**config.mk**
```make
export PLATFORM = sky130hd
export DESIGN_NAME = sms4_lin_xform
export DESIGN_NICKNAME = d
export VERILOG_FILES = /design/src/rtl/sms4_pkg.sv /design/src/rtl/sms4_rotl.sv /design/src/rtl/sms4_lin_xform.sv
export SDC_FILE = /design/constraint.sdc
export NUM_CORES = 1
export LEC_CHECK = 0
export ABC_AREA = 1
export CORE_ASPECT_RATIO = 1.75
export CORE_MARGIN = 5
export CORE_UTILIZATION = 54
export DETAILED_ROUTE_END_ITERATION = 6
export PLACE_DENSITY = 0.82
export REMOVE_ABC_BUFFERS = 1
export SYNTH_ARGS = -nofsm -noshare
export SYNTH_HDL_FRONTEND = slang
export SYNTH_SLANG_ARGS = --single-unit
```
**constraint.sdc**
```tcl
create_clock -name clk -period 1.69 [get_ports clk]
set_clock_uncertainty 0.15 [all_clocks]
set_input_delay 0.4225 -clock clk [delete_from_list [all_inputs] [get_ports clk]]
set_output_delay 0.4225 -clock clk [all_outputs]
set_load 0.02 [all_outputs]
```
**src/rtl/sms4_pkg.sv**
```systemverilog
// Shared SMS4 constants: default rotate amounts for L and L', and the mode encoding
// carried alongside each word.
package sms4_pkg;

   localparam int unsigned SMS4_ROT_E1 = 2;
   localparam int unsigned SMS4_ROT_E2 = 10;
   localparam int unsigned SMS4_ROT_E3 = 18;
   localparam int unsigned SMS4_ROT_E4 = 24;
   localparam int unsigned SMS4_ROT_K1 = 13;
   localparam int unsigned SMS4_ROT_K2 = 23;

   localparam logic SMS4_MODE_ENC = 1'b0;
   localparam logic SMS4_MODE_KEY = 1'b1;

endpackage

```
**src/rtl/sms4_rotl.sv**
```systemverilog
// Combinational rotate-left on an MSB-first bus: bit i takes bit (i+ROT) mod BWIDTH.
module sms4_rotl #(
   parameter int unsigned BWIDTH = 32,
   parameter int unsigned ROT    = 0
) (
   input  logic [0:BWIDTH-1] data_i,
   output logic [0:BWIDTH-1] data_o
);

   for (genvar i = 0; i < BWIDTH; i++) begin : g_bit
      localparam int unsigned Src = (i + (ROT % BWIDTH)) % BWIDTH;
      assign data_o[i] = data_i[Src];
   end

endmodule

```
**src/rtl/sms4_lin_xform.sv**
```systemverilog
// SMS4 linear transform (L or L', chosen per word) as an elastic valid/ready pipeline.
// Define SMS4_LT_PIPE2_EN for two register stages; otherwise a single stage is built.
module sms4_lin_xform
   import sms4_pkg::*;
#(
   parameter int unsigned BWIDTH = 32,
   parameter int unsigned ROT_E1 = SMS4_ROT_E1,
   parameter int unsigned ROT_E2 = SMS4_ROT_E2,
   parameter int unsigned ROT_E3 = SMS4_ROT_E3,
   parameter int unsigned ROT_E4 = SMS4_ROT_E4,
   parameter int unsigned ROT_K1 = SMS4_ROT_K1,
   parameter int unsigned ROT_K2 = SMS4_ROT_K2
) (
   input  logic              clk,
   input  logic              rst,
   input  logic              in_valid,
   output logic              in_ready,
   input  logic              in_mode,
   input  logic [0:BWIDTH-1] in_data,
   output logic              out_valid,
   input  logic              out_ready,
   output logic              out_mode,
   output logic [0:BWIDTH-1] out_data
);

   logic [0:BWIDTH-1] late_src;
   logic [0:BWIDTH-1] rot_e1, rot_e2, rot_e3, rot_e4, rot_k1, rot_k2;

   // E1, E2, K1 always act on the incoming word; E3, E4, K2 act on late_src.
   sms4_rotl #(.BWIDTH(BWIDTH), .ROT(ROT_E1)) u_rot_e1 (.data_i(in_data),  .data_o(rot_e1));
   sms4_rotl #(.BWIDTH(BWIDTH), .ROT(ROT_E2)) u_rot_e2 (.data_i(in_data),  .data_o(rot_e2));
   sms4_rotl #(.BWIDTH(BWIDTH), .ROT(ROT_K1)) u_rot_k1 (.data_i(in_data),  .data_o(rot_k1));
   sms4_rotl #(.BWIDTH(BWIDTH), .ROT(ROT_E3)) u_rot_e3 (.data_i(late_src), .data_o(rot_e3));
   sms4_rotl #(.BWIDTH(BWIDTH), .ROT(ROT_E4)) u_rot_e4 (.data_i(late_src), .data_o(rot_e4));
   sms4_rotl #(.BWIDTH(BWIDTH), .ROT(ROT_K2)) u_rot_k2 (.data_i(late_src), .data_o(rot_k2));

`ifdef SMS4_LT_PIPE2_EN
   logic              v0_q, v0_d, m0_q, m0_d;
   logic [0:BWIDTH-1] b0_q, b0_d, p0_q, p0_d;
   logic              v1_q, v1_d, m1_q, m1_d;
   logic [0:BWIDTH-1] d1_q, d1_d;
   logic              s1_load;

   assign late_src = b0_q;

   always_comb begin
      v0_d     = v0_q;
      m0_d     = m0_q;
      b0_d     = b0_q;
      p0_d     = p0_q;
      v1_d     = v1_q;
      m1_d     = m1_q;
      d1_d     = d1_q;
      s1_load  = !v1_q || out_ready;
      in_ready = !v0_q || s1_load;
      if (in_ready) begin
         v0_d = in_valid;
         if (in_valid) begin
            m0_d = in_mode;
            b0_d = in_data;
            p0_d = (in_mode == SMS4_MODE_KEY) ? (in_data ^ rot_k1)
                                              : (in_data ^ rot_e1 ^ rot_e2);
         end
      end
      if (s1_load) begin
         v1_d = v0_q;
         if (v0_q) begin
            m1_d = m0_q;
            d1_d = (m0_q == SMS4_MODE_KEY) ? (p0_q ^ rot_k2) : (p0_q ^ rot_e3 ^ rot_e4);
         end
      end
   end

   always_ff @(posedge clk or posedge rst) begin
      if (rst) begin
         v0_q <= 1'b0;
         m0_q <= SMS4_MODE_ENC;
         b0_q <= '0;
         p0_q <= '0;
         v1_q <= 1'b0;
         m1_q <= SMS4_MODE_ENC;
         d1_q <= '0;
      end else begin
         v0_q <= v0_d;
         m0_q <= m0_d;
         b0_q <= b0_d;
         p0_q <= p0_d;
         v1_q <= v1_d;
         m1_q <= m1_d;
         d1_q <= d1_d;
      end
   end

   assign out_valid = v1_q;
   assign out_mode  = m1_q;
   assign out_data  = d1_q;
`else
   logic              v_q, v_d, m_q, m_d;
   logic [0:BWIDTH-1] d_q, d_d;

   assign late_src = in_data;

   always_comb begin
      v_d      = v_q;
      m_d      = m_q;
      d_d      = d_q;
      in_ready = !v_q || out_ready;
      if (in_ready) begin
         v_d = in_valid;
         if (in_valid) begin
            m_d = in_mode;
            d_d = (in_mode == SMS4_MODE_KEY) ? (in_data ^ rot_k1 ^ rot_k2)
                                             : (in_data ^ rot_e1 ^ rot_e2 ^ rot_e3 ^ rot_e4);
         end
      end
   end

   always_ff @(posedge clk or posedge rst) begin
      if (rst) begin
         v_q <= 1'b0;
         m_q <= SMS4_MODE_ENC;
         d_q <= '0;
      end else begin
         v_q <= v_d;
         m_q <= m_d;
         d_q <= d_d;
      end
   end

   assign out_valid = v_q;
   assign out_mode  = m_q;
   assign out_data  = d_q;
`endif

endmodule
```
* Word-level counts from Yosys, hierarchy flattened
Index checks and enable logic that the tools add are counted.
Storage, ports and cells: register bits 34, input port bits 37, output and inout bits 35, word-level logic and storage cells 13
Cells by class: multiplexer cells 1, bitwise operators 6, reduce and logical (&&, ||, !) cells 3
Operators by type and width (count):
- $xor A32 B32 Y32 | 6
- $mux W32 | 1
- $reduce_and A2 Y1 | 1
- $logic_not A1 Y1 | 1
- $logic_or A1 B1 Y1 | 1

* Longest topological paths before layout
Gate-level depths: netlist of run 1.
depth after elaboration 5, mapped depth 10

* By module
A second synthesis of run 1 with hierarchy kept.
Second synthesis, totals: cell total of the unflattened synthesis 1240, area, all modules 6915.4 um^2
Modules (own cells, without submodules):
- sms4_lin_xform | instances 1, cells an instance 1048, area an instance 5474.0 um^2
- sms4_rotl | instances 6, cells an instance 32, area an instance 240.2 um^2

* Worst setup path after synthesis of run 1
Ideal clock, no wire load.
kind register to register, from register v_q (netlist: out_valid), to register d_q (netlist bit out_data[9]), data arrival time 1181 ps, required time 1415 ps, slack 233 ps, cell stages (with the launch flop) 8, buffers on the path 2, clock period less this slack 1457 ps, path through dfrtp_1 > nand2_2 > nand2_4 > inv_2 > buf_4 > buf_6 > nor2_1 > a21oi_1
On the way: cells in the longest elaborated chain, start to end 3
RTL lines:
- from (decl) | RTL line sms4_lin_xform.sv:98 | logic v_q, v_d, m_q, m_d;
- from (signal assigned) | RTL line sms4_lin_xform.sv:124 | v_q <= v_d;
- $logic_not A1 Y1 | RTL line sms4_lin_xform.sv:107 | in_ready = !v_q || out_ready;
- $logic_or A1 B1 Y1 | RTL line sms4_lin_xform.sv:107
- via in_ready | RTL line sms4_lin_xform.sv:17 | output logic in_ready,
- $reduce_and A2 Y1 (no source line)
- to (signal assigned) | RTL line sms4_lin_xform.sv:122 | d_q <= '0;
- to (signal assigned) | RTL line sms4_lin_xform.sv:126 | d_q <= d_d;
- to (decl) | RTL line sms4_lin_xform.sv:99 | logic [0:BWIDTH-1] d_q, d_d;
The timed path passes the listed nets, and every way through them passes these cells. A chain may end at the register's enable or synchronous reset.

* Worst setup path in the final report of run 1
from input port in_data[6] (netlist name), to register d_q (netlist bit out_data[4])
On the way: cells in the longest elaborated chain, start to end 5
RTL lines:
- from (decl) | RTL line sms4_lin_xform.sv:19 | input logic [0:BWIDTH-1] in_data,
- $xor A32 B32 Y32 (4 in a row) | RTL line sms4_lin_xform.sv:113 | : (in_data ^ rot_e1 ^ rot_e2 ^ rot_e3 ^ rot_e4);
- $mux W32 | RTL line sms4_lin_xform.sv:112 | d_d = (in_mode == SMS4_MODE_KEY) ? (in_data ^ rot_k1 ^ rot_k2)
No other way between the ends.

==> flow_summary.json, run 1 <==
{
  "syn_area_per_cell_um2": 5.44,
  "design_area_um2": 5780,
  "drv_slew": 0,
  "post-route-period-util_pct": 98.3,
  "hold_start": "out_data[5]",
  "numPortBuffers": 71,
  "grt_usage_pct": 35.1,
  "num_rows": 41,
  "synth_mux_area_share_pct": 0,
  "drc": 0,
  "startpoint_type": "input pin",
  "hold_violations": 0,
  "cp_max_fo": 6,
  "core_um2": 7130,
  "fp.dieW_um": 74.3,
  "synth_seq_cells": 34,
  "finalSetupTns_ns": 0,
  "fin_hold_ws_ns": 0.329,
  "rr_worst_depth": 8,
  "die-area_um2": 9100,
  "rr_startpoint": "out_valid",
  "synth_top_family_by_area": "simple AND/OR/NAND/NOR gates",
  "critPathMaxStageDelay_ns": 0.55,
  "detail-route-antenna-nets": 0,
  "required_ns": 1.75,
  "crit_type": "in2reg",
  "vias": 5413,
  "reg2reg_to": "out_data[23]",
  "clockBufferDepth": 2,
  "nets": 899,
  "synth_xor_area_share_pct": 2.02,
  "h-tree-depth": 2,
  "finalCriticalPeriod_ns": 1.66,
  "hold_path_end": "out_data[5]",
  "crit_chain": "clkdlybuf4s50_1 > inv_2 > nand2_1 > nand2_1 > nand2_1 > nand2_1 > nand2_1 > nand3_1 > a21oi_2",
  "peakVddDrop_mv": 0.492,
  "start_util_pct": 54.8,
  "leakagePower_nw": 3.33,
  "clock-sinks": 34,
  "fmax_mhz": 602,
  "synthDistinctLibCells": 25,
  "holdBufCountCts": 0,
  "viasPerCell": 5.71,
  "syn_area_um2": 3910,
  "cpMostUsedCell": "nand2_1",
  "drtIter0Drc": 567,
  "cts_tree": "yes",
  "synth_seq_area_share_pct": 21.8,
  "worstPathArrival_ns": 1.72,
  "place_congestion": 0.971,
  "place_area_um2": 5290,
  "power.total_w": 0.00384,
  "area_growth_pct": 47.9,
  "worst_slew_pin_slew_ns": 0.369,
  "regArea_um2": 851,
  "grt_max_degree": 35,
  "grt_pass1_vias": 5183,
  "yosys.area_share.simple_pct": 54.6,
  "slowest_stage": "clkdlybuf4s50_1",
  "fill_cells": 539,
  "cts_buffers": 5,
  "synth_warnings": 0,
  "power_density_nw_per_um2": 665,
  "grt_pass1_wl_um": 24500,
  "maxCapViolCount": 0,
  "root_buffer": "clkbuf_16",
  "n_antenna_cell": 0,
  "insertion_delay_ns": 0.28,
  "antenna_found_initial": 0,
  "fin_util_pct": 81.0,
  "multi_input_area_um2": 2700,
  "synthAdderAreaFrac_pct": 0,
  "clk_pin_slew_worst_paths_ns": 0.06,
  "regToRegSetupSlack_ns": 0.19,
  "die_y_um": 123,
  "drt_pass1_iterations": 6,
  "routedWlPerCell_um": 17.3,
  "status": "completed",
  "wl_um": 16400,
  "layout-drive-gt1-share_pct": 24.2,
  "hold_class": "reg2reg",
  "overflow": 0,
  "end_kind": "flop",
  "io_pins": 72,
  "dpl.hpwl_um": 11800,
  "hold-path-cell-count": 2,
  "synth_compound_area_share_pct": 7.78,
  "synthCells": 718,
  "maxSlewHeadroom_pct": 75.4,
  "setup_viol": 0
}
==> metal layers <==
layer | track usage (%) | up-vias | wire, um
met1 | 38.1 | 2439 | 5800
met3 | 4.92 | 108 | 1150
met5 | 0 | - | 0
met2 | 59.4 | 320 | 8080
li1 | - | 2546 | -
met4 | 27.5 | 0 | 1350
==> worst max-delay path: cells and delay by family <==
| kind | cells | cell delay (ns) |
|---|---|---|
| buffers and inverters | 2 | 0.67 |
| AND/OR/NAND/NOR | 6 | 0.49 |
| AO/OA/AOI/OAI | 1 | 0.14 |
==> placed cells by master, fill, tap and decap left out, types with 2 or more instances in the layout <==
cell,netlist,layout
inv_4,5,6
nand2_1,330,320
clkbuf_1,0,2
inv_1,42,41
buf_4,12,81
nand3b_1,3,3
nor2_4,0,7
dfrtp_1,34,34
a21oi_2,1,15
o21ai_0,9,5
nor2_2,0,4
a21oi_1,40,26
nand3_1,117,116
o21ai_2,0,3
nand3_2,1,2
nand2_2,23,33
dlymetal6s2s_1,0,19
o21ai_1,6,7
inv_2,25,23
clkbuf_16,0,7
dlygate4sd2_1,0,40
xnor2_1,8,5
buf_6,4,10
xnor2_2,0,3
nor2_1,32,21
clkdlybuf4s50_1,0,11
buf_12,0,9
==> sequential cells by signal, indices dropped and copies added, names as in the netlist <==
signal     flops
out_data      32
out_mode       1
out_valid      1
==> cells in the mapped netlist (all sizes together) <==
cell type | instances | area, um2
nand2 | 354 | 1390
nand3 | 118 | 596
inv | 72 | 283
a21oi | 41 | 209
dfrtp | 34 | 851
buf | 33 | 220
nor2 | 32 | 120
o21ai | 15 | 75.1
xnor2 | 8 | 70.1
clkbuf | 3 | 28.8
nand3b | 3 | 22.5
a31oi | 2 | 12.5
clkinv | 1 | 8.76
o21bai | 1 | 7.51
xor2 | 1 | 8.76
==> kinds of logic (layout without fill, tap and decap cells) <==
kind of cell | count (synthesis) | after routing
compound gates | 59 | 59
simple gates | 507 | 507
flops | 34 | 34
xor+xnor | 9 | 9
buf+inv | 109 | 253
==> power by group <==
group / internal [W] / switching [W]
clock network: 0.000540 / 0.000369
registers: 0.000958 / 0.000101
logic: 0.000768 / 0.00111
total: 0.00227 / 0.00158
==> through the flow <==
| stage | std cells | setup WS (ns) |
|---|---|---|
| 6_report | 948 | 0.0280 |
| 5_1_grt | 948 | -0.0421 |
| 4_1_cts | 940 | -0.0135 |
| 3_5_place_dp | 932 | -0.475 |
| 3_3_place_gp | 932 | -0.464 |
| 2_1_floorplan | 682 | -0.0811 |
==> worst max path at each step <==
stage                 from      endpoint  slack (ns)  cells after the start
6_report        in_data[6]   out_data[4]        0.03                      9
5_1_grt        in_data[30]  out_data[28]       -0.04                      9
4_1_cts          out_ready      in_ready       -0.01                      4
3_5_place_dp     out_ready      in_ready       -0.48                      4
3_3_place_gp     out_ready      in_ready       -0.46                      4
2_1_floorplan    out_valid  out_data[31]       -0.08                      6
==> area by class of cell <==
type	count	area share, %
Multi-Input combinational cell	575	46.7
Inverter	73	5.39
Timing Repair Buffer	173	29.0
Tap cell	86	1.86
Sequential cell	34	14.7
Clock buffer	7	2.29
==> repair_timing <==
action / CTS / global route
endpoints found under the setup margin: 47 / 31
cloned: 1 / 2
pin swaps: 0 / 7
setup buffers: 0 / 6
gates resized for setup: 51 / 86
Power figures use the tool's default switching activity.
==> run 2, diff against run 1 <==
Settings changed: CTS_CLUSTER_SIZE set to 20.
==> results of run 2 <==
The final DEF is identical to that of run 1; final timing and power are the same.
==> run 3, diff against run 2 <==
Settings changed: SETUP_SLACK_MARGIN set to 0.4.
==> run 3 against run 2 <==
Compared with the run above:
- the run now ends with DRC, setup timing left
- critical path depth shrank 1
- via count rose by 15%
- largest cell class unchanged
- power is 17% higher
==> flow_summary.json, run 3 (synthesis gave the netlist of run 1 again) <==
{
  "holdBufCountCts": 0,
  "num_rows": 41,
  "die-area_um2": 9100,
  "root_buffer": "clkbuf_16",
  "peakVddDrop_mv": 0.528,
  "mostFrequentLayoutCells": "nand2_1, buf_4, nand3_1",
  "io_pins": 72,
  "grt_usage_pct": 40.8,
  "leakagePower_nw": 3.54,
  "numPortBuffers": 71,
  "dpl.hpwl_um": 11800,
  "worstPathArrival_ns": 1.80,
  "grt_use_met1_pct": 43.4,
  "fill_cells": 323,
  "drt_pass1_iterations": 7,
  "overflow": 0,
  "finalCriticalPeriod_ns": 1.72,
  "clk_pin_slew_worst_paths_ns": 0.06,
  "maxSlewHeadroom_pct": 66.3,
  "die_y_um": 123,
  "cts_buffers": 5,
  "routedWlPerCell_um": 20.7,
  "hold_class": "in2async",
  "core_um2": 7130,
  "layout-drive-gt1-share_pct": 40.8,
  "critPathMaxStageDelay_ns": 0.43,
  "clock-sinks": 34,
  "fin_hold_ws_ns": 0.341,
  "crit_type": "in2reg",
  "viasPerCell": 6.30,
  "antenna_found_initial": 0,
  "hold_violations": 0,
  "drv_slew": 0,
  "cts_tree": "yes",
  "rsz0062_at_grt": "yes",
  "fp.dieW_um": 74.3,
  "busiest_layer": "met2",
  "crit_chain": "dlygate4sd2_1 > inv_2 > buf_4 > nand2_1 > nand2_1 > o21ai_1 > inv_1 > a21oi_2",
  "violations": "DRC, setup timing",
  "detail-route-antenna-nets": 0,
  "setup_ws_ns": -0.0269,
  "h-tree-depth": 2,
  "worst_slew_pin_slew_ns": 0.502,
  "gr-usage-met2_pct": 68.9,
  "fmax_mhz": 582,
  "maxCapViolCount": 0,
  "finalSetupTns_ns": -0.0269,
  "wl_um": 20500,
  "startpoint_type": "input pin",
  "path_buf_inv": 4,
  "n_antenna_cell": 0,
  "cpMostUsedCell": "nand2_1",
  "vias": 6241,
  "area_growth_pct": 66.6,
  "insertion_delay_ns": 0.30,
  "final_common_cell": "nand2_1",
  "grt_pass1_vias": 5773,
  "setup_viol": 1,
  "nets": 941,
  "start_util_pct": 54.8,
  "path_depth": 8,
  "status": "finished, violations left",
  "drc": 15,
  "power_density_nw_per_um2": 690,
  "critPathTopFamily": "buffers and inverters",
  "end_kind": "flop",
  "clockBufferDepth": 2,
  "required_ns": 1.77,
  "place_congestion": 0.971,
  "slowest_stage": "o21ai_1",
  "cp_max_fo": 7,
  "grt_max_degree": 35,
  "post-route-period-util_pct": 102,
  "drtIter0Drc": 1075,
  "rr_worst_depth": 8,
  "met3_usage_pct": 7.38,
  "largest_register_ff_count": 32,
  "grt_pass1_wl_um": 28200
}
-- run 3: area by class of cell --
cell class                      instances  area [um2]  area share, %
Sequential cell                        34         851           13.1
Multi-Input combinational cell        575        2950           45.3
Tap cell                               86         108           1.65
Clock buffer                            7         133           2.04
Inverter                               73         342           5.25
Timing Repair Buffer                  215        2130           32.7
-- run 3: path summary, 6_finish.rpt --
| kind | start | to | slack [ns] |
|---|---|---|---|
| max in group asynchronous | rst | out_data[17] | 0.84 |
| hold / removal | rst | out_data[27] | 0.34 |
| setup / recovery | in_data[19] | out_data[19] | -0.03 |
| setup reg to reg | out_valid | out_data[19] | 0.03 |
| hold reg to reg | out_data[5] | out_data[5] | 0.35 |
| min in group clk | out_data[5] | out_data[5] | 0.35 |
-- run 3: per-stage QoR --
step | area [um2] | util (%) | cells | worst slack (ns) | total power, W
2_1_floorplan | 3660 | - | 682 | -0.0811 | 0.00193
3_3_place_gp | 5290 | 74.1 | 932 | -0.464 | 0.00279
3_5_place_dp | 5290 | 74.1 | 932 | -0.475 | 0.00284
4_1_cts | 6120 | 85.8 | 964 | 0.213 | 0.00408
5_1_grt | 6510 | 91.2 | 990 | -0.101 | 0.00467
6_report | 6510 | 91.2 | 990 | -0.0269 | 0.00449
-- run 3: routing by layer --
metal,vias up,wire length [um],share of wire [%]
met1,2758,6170,30
met2,598,9500,46
met5,-,0,0
li1,2641,-,-
met3,244,2480,12
met4,0,2310,11
-- run 3: where the power goes --
group | internal [W] | switching [W]
clock | 0.000541 | 0.000394
sequential | 0.000959 | 0.000134
combinational | 0.00112 | 0.00134
-- run 3: repair_timing --
item                       CTS  global route
gates cloned                 5             1
buffers inserted            20            25
pin swaps                   31            15
setup endpoints to repair   69            68
gates resized for setup    376            87
-- run 3: worst register-to-register path, delay by kind of cell, from the launching register on --
kind	cells	cell delay (ns)
buffers and inverters	4	0.48
AOI/OAI and AO/OA	2	0.43
DFF	1	0.38
and+or+nand+nor	2	0.16
